==> src/rtl/pipemem_bus.sv <==
// Memory-access stage controller: runs one dreq/dack data-bus transaction per load/store and stalls earlier stages.
// Optional bus timeout enabled by defining MEM_TIMEOUT_EN (TIMEOUT sets the WAIT-cycle limit).
module pipemem_bus #(
  parameter int unsigned TIMEOUT = 255
) (
  input  logic        clock,
  input  logic        reset,
  input  logic [31:0] malu,
  input  logic [31:0] mb,
  input  logic        mwmem,
  input  logic        mrmem,
  input  logic [1:0]  msize,
  input  logic        munsigned,
  input  logic        mflush,
  output logic        mstall,
  output logic [31:0] mmo,
  output logic        madel,
  output logic        mades,
  output logic        mbuserr,
  output logic        dreq,
  output logic        dwe,
  output logic [3:0]  dbe,
  output logic [31:0] daddr,
  output logic [31:0] dwdata,
  input  logic [31:0] drdata,
  input  logic        dack,
  output logic [1:0]  dbg_state
);

  // Bus handshake: dreq rises with all bus outputs and holds them stable until the
  // cycle in WAIT where dack=1 (or the timeout fires); dreq drops on that edge.
  typedef enum logic [1:0] {
    S_IDLE = 2'd0,
    S_WAIT = 2'd1,
    S_DONE = 2'd2
  } state_t;

  state_t      state;
  logic        aligned;
  logic        req;
  logic [3:0]  be_next;
  logic [31:0] wdata_next;
  logic        ld_q;
  logic [1:0]  size_q;
  logic [1:0]  lane_q;
  logic        uns_q;
  logic [7:0]  lane_byte;
  logic [15:0] lane_half;
  logic [31:0] ld_data;
  logic        tmo;

  always_comb begin
    aligned = 1'b1;
    case (msize)
      2'b00:   aligned = 1'b1;
      2'b01:   aligned = ~malu[0];
      default: aligned = (malu[1:0] == 2'b00);
    endcase
  end

  assign req       = (mrmem | mwmem) & ~mflush & aligned;
  assign madel     = mrmem & ~aligned & ~mflush;
  assign mades     = mwmem & ~aligned & ~mflush;
  assign mstall    = ((state == S_IDLE) & req) | (state == S_WAIT);
  assign dbg_state = state;

  always_comb begin
    be_next    = 4'b1111;
    wdata_next = mb;
    case (msize)
      2'b00: begin
        be_next    = 4'b0001 << malu[1:0];
        wdata_next = {4{mb[7:0]}};
      end
      2'b01: begin
        be_next    = malu[1] ? 4'b1100 : 4'b0011;
        wdata_next = {2{mb[15:0]}};
      end
      default: begin
        be_next    = 4'b1111;
        wdata_next = mb;
      end
    endcase
  end

  // Load alignment uses the lane/size captured at issue so it does not depend on EX/MEM staying frozen.
  always_comb begin
    lane_byte = drdata[7:0];
    case (lane_q)
      2'd0:    lane_byte = drdata[7:0];
      2'd1:    lane_byte = drdata[15:8];
      2'd2:    lane_byte = drdata[23:16];
      default: lane_byte = drdata[31:24];
    endcase
    lane_half = lane_q[1] ? drdata[31:16] : drdata[15:0];
    ld_data   = drdata;
    case (size_q)
      2'b00:   ld_data = {{24{~uns_q & lane_byte[7]}}, lane_byte};
      2'b01:   ld_data = {{16{~uns_q & lane_half[15]}}, lane_half};
      default: ld_data = drdata;
    endcase
  end

`ifdef MEM_TIMEOUT_EN
  localparam int CW = ($clog2(TIMEOUT + 1) > 8) ? $clog2(TIMEOUT + 1) : 8;
  logic [CW-1:0] tcnt;

  // Counts WAIT cycles; the last permitted WAIT cycle is the one where tcnt == TIMEOUT-1.
  always_ff @(posedge clock) begin
    if (reset || state != S_WAIT) tcnt <= '0;
    else                          tcnt <= tcnt + CW'(1);
  end

  assign tmo = (tcnt == CW'(TIMEOUT - 1));
`else
  assign tmo = 1'b0;
`endif

  always_ff @(posedge clock) begin
    if (reset) begin
      state   <= S_IDLE;
      dreq    <= 1'b0;
      dwe     <= 1'b0;
      dbe     <= 4'b0000;
      daddr   <= 32'h0;
      dwdata  <= 32'h0;
      mmo     <= 32'h0;
      mbuserr <= 1'b0;
      ld_q    <= 1'b0;
      size_q  <= 2'b00;
      lane_q  <= 2'b00;
      uns_q   <= 1'b0;
    end else begin
      case (state)
        S_IDLE: begin
          if (req) begin
            dreq   <= 1'b1;
            dwe    <= mwmem;
            dbe    <= be_next;
            daddr  <= {malu[31:2], 2'b00};
            dwdata <= wdata_next;
            ld_q   <= mrmem & ~mwmem;
            size_q <= msize;
            lane_q <= malu[1:0];
            uns_q  <= munsigned;
            state  <= S_WAIT;
          end
        end
        S_WAIT: begin
          if (dack) begin
            dreq  <= 1'b0;
            if (ld_q) mmo <= ld_data;
            state <= S_DONE;
          end else if (tmo) begin
            dreq    <= 1'b0;
            mbuserr <= 1'b1;
            if (ld_q) mmo <= 32'h0;
            state   <= S_DONE;
          end
        end
        S_DONE: begin
          mbuserr <= 1'b0;
          state   <= S_IDLE;
        end
        default: state <= S_IDLE;
      endcase
    end
  end

endmodule
==> config.mk <==
export PLATFORM = sky130hd
export DESIGN_NAME = pipemem_bus
export DESIGN_NICKNAME = d
export VERILOG_FILES = /design/src/rtl/pipemem_bus.sv
export SDC_FILE = /design/constraint.sdc
export NUM_CORES = 1
export LEC_CHECK = 0
export BUFFER_PORTS_ARGS = -buffer_cell sky130_fd_sc_hd__buf_4
export CAP_MARGIN = 30
export CORE_MARGIN = 2
export CORE_UTILIZATION = 50
export CTS_BUF_LIST = sky130_fd_sc_hd__clkbuf_4 sky130_fd_sc_hd__clkbuf_8
export DETAILED_ROUTE_END_ITERATION = 10
export PLACE_DENSITY_LB_ADDON = 0.08
export SYNTH_ARGS = -nofsm -noshare
export SYNTH_HDL_FRONTEND = slang
export SYNTH_SLANG_ARGS = --single-unit
==> constraint.sdc <==
create_clock -name clock -period 4.6 [get_ports clock]
set_input_delay 0.46 -clock clock [delete_from_list [all_inputs] [get_ports clock]]
set_output_delay 0.46 -clock clock [all_outputs]
set_load 0.02 [all_outputs]
==> results.json, run 1 <==
{
  "design.die.area_sq_mm": 0.0101,
  "rsz0062_at_grt": "no",
  "drt-total-wl_mm": 13.5,
  "min_period_ns": 2.55,
  "via_per_inst": 5.40,
  "cp-start-kind": "flop",
  "grt_max_degree": 75,
  "place_congestion": 0.913,
  "synth-xor-area-share_pct": 0,
  "cts_buffers": 9,
  "rows": 35,
  "dpl_cell_area_sq_mm": 0.00622,
  "synth_top_family_by_area": "compound AO/OA/AOI/OAI gates",
  "hold_class": "input port to flop",
  "diodes": 0,
  "ys_seq_area_share_pct": 46.5,
  "grt_overflow": 0,
  "synthCells": 568,
  "wl_per_cell_microns": 15.7,
  "p_total_w": 0.00189,
  "hold_viol": 0,
  "dp_cells": 847,
  "areaGrowthSynthToFinish_pct": 37.8,
  "cp.required_ns": 4.14,
  "ant_nets": 0,
  "r2r_cells": 5,
  "antenna_found_initial": 0,
  "clk_pin_slew_ns": 0.09,
  "synthTopCellsByArea": "dfxtp_1 47%, nand2_1 12%, a21oi_1 6.8%",
  "dieHeight_microns": 100,
  "tightest_slew_ns": 0.763,
  "synth.largest_area_cell": "dfxtp_1",
  "ys_types": 39,
  "worstSkewPairLatency_ns": 0.36,
  "die_w_microns": 100,
  "final_cells": 864,
  "p_per_area_mw_per_mm2": 296,
  "finalClockSkew_ns": 0.0166,
  "finalCritPeriodShare_pct": 55.5,
  "drc_errors": 0,
  "clock_sinks": 108,
  "regToRegSetupSlack_ns": 2.20,
  "max_freq_ghz": 0.392,
  "ir_worst_vdd_v": 0.000208,
  "fin_area_sq_mm": 0.00641,
  "synth_area_sq_mm": 0.00465,
  "track_usage_pct": 26.1,
  "setup_viol": 0,
  "synth-seq-cells": 108,
  "fin_util_pct": 70.3,
  "nets": 853,
  "synth-compound-area-share_pct": 21.2,
  "drv_slew": 0,
  "slew_headroom_pct": 49.1,
  "synth.avg_cell_area_sq_um": 8.18,
  "grt_pass1_wl_mm": 21.1,
  "core_sq_mm": 0.00911,
  "first_pass_iters": 5,
  "final.setup.tns_ns": 0,
  "initial_core_util_pct": 51.0,
  "netlist.area_leader.share_pct": 46.5,
  "io_pins": 213,
  "critPathArrivalTime_ns": 2.09,
  "p_leak_nw": 2.69,
  "via_count": 4662,
  "cts_hold_buf": 0,
  "hpwl_mm": 9.89,
  "holdPathEnd": "ld_q",
  "clockRootBuffer": "clkbuf_8",
  "cp-end-kind": "output port",
  "drt-initial-drc-count": 263,
  "h-tree-depth": 3,
  "worstPathMaxFanout": 41,
  "min_path_cells": 2,
  "r2r_start": "dbg_state[1]",
  "yosys.area_share.adder_pct": 0,
  "tritoncts": "yes",
  "drv_cap": 0,
  "grt_pass1_vias": 4283,
  "drive_above_1_share_pct": 31.7,
  "reg2reg_to": "dwdata[8]",
  "hold_start": "mwmem",
  "io_buffer_count": 209,
  "postCtsSetupBuffers": 0,
  "post_cts_resized": 0,
  "ys.warnings.count": 0,
  "critical_path_class": "flop to output port",
  "synth_mux_area_share_pct": 7.27,
  "status": "completed",
  "cts_buffer_depth": 2,
  "synth_simple_gate_area_share_pct": 19.8,
  "crit_path_start": "dbg_state[1]"
}
how the worst max path moves through the flow:
| stage | endpoint | slack, ns | depth (start not counted) |
|---|---|---|---|
| after floorplan | mstall | 2.65 | 5 |
| after global placement | dwdata[8] | 2.09 | 6 |
| after detailed placement | dwdata[8] | 2.01 | 6 |
| after CTS | mstall | 2.06 | 4 |
| after global routing | mstall | 1.93 | 4 |
| final | mstall | 2.05 | 4 |
through the flow:
stage	hold WS [ns]	setup slack [ns]
after floorplan	0.447	2.65
after global placement	0.442	2.09
after detailed placement	0.449	2.01
after CTS	0.304	2.06
after global routing	0.303	1.93
final	0.305	2.05
cell usage after synthesis:
master / instances
nor2b_1: 8
o21ai_1: 1
and4_1: 1
a211oi_1: 29
mux2_4: 1
o31ai_4: 1
a21oi_1: 63
a32oi_1: 7
nor3b_2: 1
nor2_1: 55
nand4_1: 1
nand3_1: 1
dfxtp_1: 108
or2_1: 1
buf_2: 17
a32o_2: 1
inv_1: 3
and4b_1: 1
a32o_1: 6
buf_6: 1
nor3b_1: 1
and2_1: 3
a311oi_1: 18
nor3_1: 4
or2b_1: 1
nand2_1: 145
or2_2: 1
buf_4: 3
nand2b_1: 2
mux2i_1: 30
conb_1: 1
clkbuf_1: 24
o21ai_0: 12
a22o_1: 1
clkinv_1: 1
buf_1: 3
mux2_2: 2
o211ai_1: 8
a221oi_1: 1
report_power, final:
part | switching (W) | internal [W] | total (W)
registers | 0.0000229 | 0.000974 | 0.000997
logic | 0.000202 | 0.000163 | 0.000365
clock network | 0.000309 | 0.000223 | 0.000532
critical path: stages, from the launching register on:
cell and delay (ns):
dfxtp_1 0.35, nor3_1 0.26, and4_2 0.76, or2_2 0.23, buf_4 0.14
logic make-up (layout without fill, tap and decap cells):
group / Yosys count / in the layout
compound gates: 148 / 148
buf+inv: 52 / 235
other cells: 1 / 3
flops: 108 / 108
simple gates: 226 / 226
mux: 33 / 33
layout by cell type, fill, tap and decap left out, types with 2 or more instances in the layout:
master,instances
buf_4,213
nand2_1,145
dfxtp_1,108
a21oi_1,63
nor2_1,55
mux2i_1,30
a211oi_1,29
a311oi_1,18
o21ai_0,12
clkbuf_8,9
nor2b_1,8
o211ai_1,8
a32oi_1,7
a32o_1,6
nor3_1,4
clkbuf_4,4
and2_1,3
inv_1,3
conb_1,3
nand2b_1,2
mux2_2,2
clkinvlp_4,2
buf_16,2
cell type report:
type                       instances  area, sq um
fill                             767         2700
multi-input combinational        410         2260
sequential                       108         2160
timing repair buffer             215         1650
clock buffer                      13          154
tap                              111          139
clock inverter                     3         23.8
inverter                           4         15.0
per-layer routing:
layer | up-vias | GRT usage (%) | share of wire [%]
met5 | - | 0 | 0
met4 | 0 | 11.6 | 2.5
met3 | 25 | 6.06 | 8.1
met2 | 212 | 40.0 | 45
met1 | 2093 | 35.1 | 44
li1 | 2332 | - | -
flip-flops by register name (all words and copies together) (netlist names):
name,cells
dbe,4
daddr,30
size_q,2
dwe,1
uns_q,1
dwdata,32
mmo,32
lane_q,2
dbg_state,2
ld_q,1
dreq,1
Power figures use the tool's default switching activity.
==> run 2, diff against run 1 <==
ABC_AREA = 1   (was unset)
CORE_UTILIZATION = 49   (was 50)
clock period = 2.35 ns   (was 4.6 ns; I/O delays follow)
==> results.json, run 2 <==
{
  "via_count": 5480,
  "worstPathMaxFanout": 16,
  "areaGrowthSynthToFinish_pct": 37.3,
  "dieHeight_microns": 104,
  "grt_max_degree": 63,
  "grt_pass1_wl_mm": 24.3,
  "clk_pin_slew_ns": 0.11,
  "ant_nets": 0,
  "p_per_area_mw_per_mm2": 609,
  "synthCells": 753,
  "design.die.area_sq_mm": 0.0109,
  "cp.required_ns": 2.67,
  "critical_path_class": "flop to flop",
  "most-common-layout-cells": "216 x buf_4, 178 x nand2_1, 174 x nor2_1",
  "diodes": 0,
  "grt_overflow": 0,
  "mostFrequentLayoutCell": "buf_4",
  "nets": 1040,
  "clock_sinks": 108,
  "hold_class": "input port to flop",
  "initial_core_util_pct": 50.4,
  "antenna_found_initial": 0,
  "cp-end-kind": "flop",
  "ir_worst_vdd_v": 0.000351,
  "cts_hold_buf": 0,
  "regArea_sq_mm": 0.00216,
  "largestRegisters": "dwdata x32, mmo x32, daddr x30",
  "fin_util_pct": 69.2,
  "wl_per_cell_microns": 14.0,
  "drv_cap": 0,
  "post_cts_resized": 0,
  "hpwl_mm": 10.8,
  "slew_headroom_pct": 52.8,
  "ys_types": 23,
  "core_sq_mm": 0.00977,
  "cp-start-kind": "flop",
  "p_leak_nw": 3.40,
  "drv_slew": 0,
  "cts_buffers": 9,
  "drc_errors": 0,
  "grt_pass1_vias": 4991,
  "synthArstFlopShare_pct": 0,
  "yosysMostFrequentCell": "nand2_1",
  "first_pass_iters": 5,
  "worstSkewPairLatency_ns": 0.37,
  "tightest_slew_ns": 0.706,
  "synth_area_sq_mm": 0.00493,
  "place_congestion": 0.896,
  "dpl_cell_area_sq_mm": 0.00652,
  "synth.largest_area_cell": "dfxtp_1",
  "status": "completed",
  "synth.avg_cell_area_sq_um": 6.54,
  "min_period_ns": 1.89,
  "synthTopCellsByArea": "dfxtp_1 44%, nand2_1 14%, nor2_1 13%",
  "multi_input_area_sq_mm": 0.00234,
  "drt-initial-drc-count": 384,
  "critPathArrivalTime_ns": 2.21,
  "cts_buffer_depth": 2,
  "final.setup.tns_ns": 0,
  "ys_seq_area_share_pct": 43.9,
  "synth-seq-cells": 108,
  "track_usage_pct": 27.3,
  "drive_above_1_share_pct": 26.2,
  "ys.warnings.count": 0,
  "netlist.area_leader.share_pct": 43.9,
  "clockRootBuffer": "clkbuf_8",
  "setup_viol": 0,
  "postCtsSetupBuffers": 0,
  "ys.flop_type": "dfxtp_1",
  "fin_area_sq_mm": 0.00676,
  "synth_commonest_cells": "178 x nand2_1, 174 x nor2_1, 108 x dfxtp_1",
  "max_freq_ghz": 0.530,
  "fin_hold_ws_ns": 0.0848,
  "synth_edf_count": 0,
  "hold_viol": 0,
  "drt-total-wl_mm": 15.0,
  "io_pins": 213,
  "rows": 36,
  "tritoncts": "yes",
  "rsz0062_at_grt": "no",
  "fillers": 857,
  "finalClockSkew_ns": 0.0135,
  "finalCritPeriodShare_pct": 80.4,
  "die_w_microns": 104,
  "h-tree-depth": 3,
  "via_per_inst": 5.11,
  "io_buffer_count": 209
}
==> run 2: critical path, stage by stage (launching register included) <==
cell     delay, ns
dfxtp_1       0.65
inv_2         0.07
nand2_1       0.11
nand4_1       0.57
nand3_1       0.32
nand2_1       0.07
inv_1         0.06
==> run 2: metrics by stage <==
| step | power (W) | instances | setup slack, ns |
|---|---|---|---|
| 4_1_cts | 0.00413 | 1073 | 0.534 |
| 3_3_place_gp | 0.00281 | 1057 | 0.611 |
| 5_1_grt | 0.00429 | 1073 | 0.318 |
| 3_5_place_dp | 0.00283 | 1057 | 0.558 |
| 2_1_floorplan | 0.00245 | 755 | 0.958 |
| 6_report | 0.00412 | 1073 | 0.461 |
==> run 2: power by group <==
part	internal (W)	total (W)	switching (W)
Sequential	0.00192	0.00197	0.0000531
Clock	0.000701	0.00132	0.000622
Combinational	0.000344	0.000818	0.000474
Total	0.00297	0.00412	0.00115
==> run 2: final cells by class <==
type,instances,area share [%]
Clock buffer,13,2.55
Multi-Input combinational cell,550,34.5
Tap cell,133,2.46
Sequential cell,108,32.0
Timing Repair Buffer,219,24.9
Inverter,47,2.61
Clock inverter,3,0.999
==> run 2: logic make-up after synthesis <==
kind of cell | share of synthesized area [%]
AOI/OAI and AO/OA | 15.5
buffers and inverters | 8.84
DFF | 43.9
other | 0.0761
and+or+nand+nor | 31.7
==> run 2: path summary, 6_finish.rpt <==
kind / endpoint / depth (start not counted) / start / slack [ns]
max: mmo[17] / 6 / lane_q[1] / 0.46
min: daddr[2] / 3 / malu[2] / 0.08
max reg2reg: mmo[17] / 6 / lane_q[1] / 0.46
min reg2reg: dwdata[4] / 2 / dwdata[4] / 0.47
==> run 2: metal layers <==
metal | vias to the layer above | share of wire, % | wire (microns) | global-route usage [%]
li1 | 2727 | - | - | -
met1 | 2468 | 43 | 6410 | 36.2
met2 | 258 | 46 | 6900 | 42.7
met3 | 27 | 8.7 | 1300 | 6.83
met4 | 0 | 2.8 | 418 | 10.4
met5 | - | 0 | 0 | 0
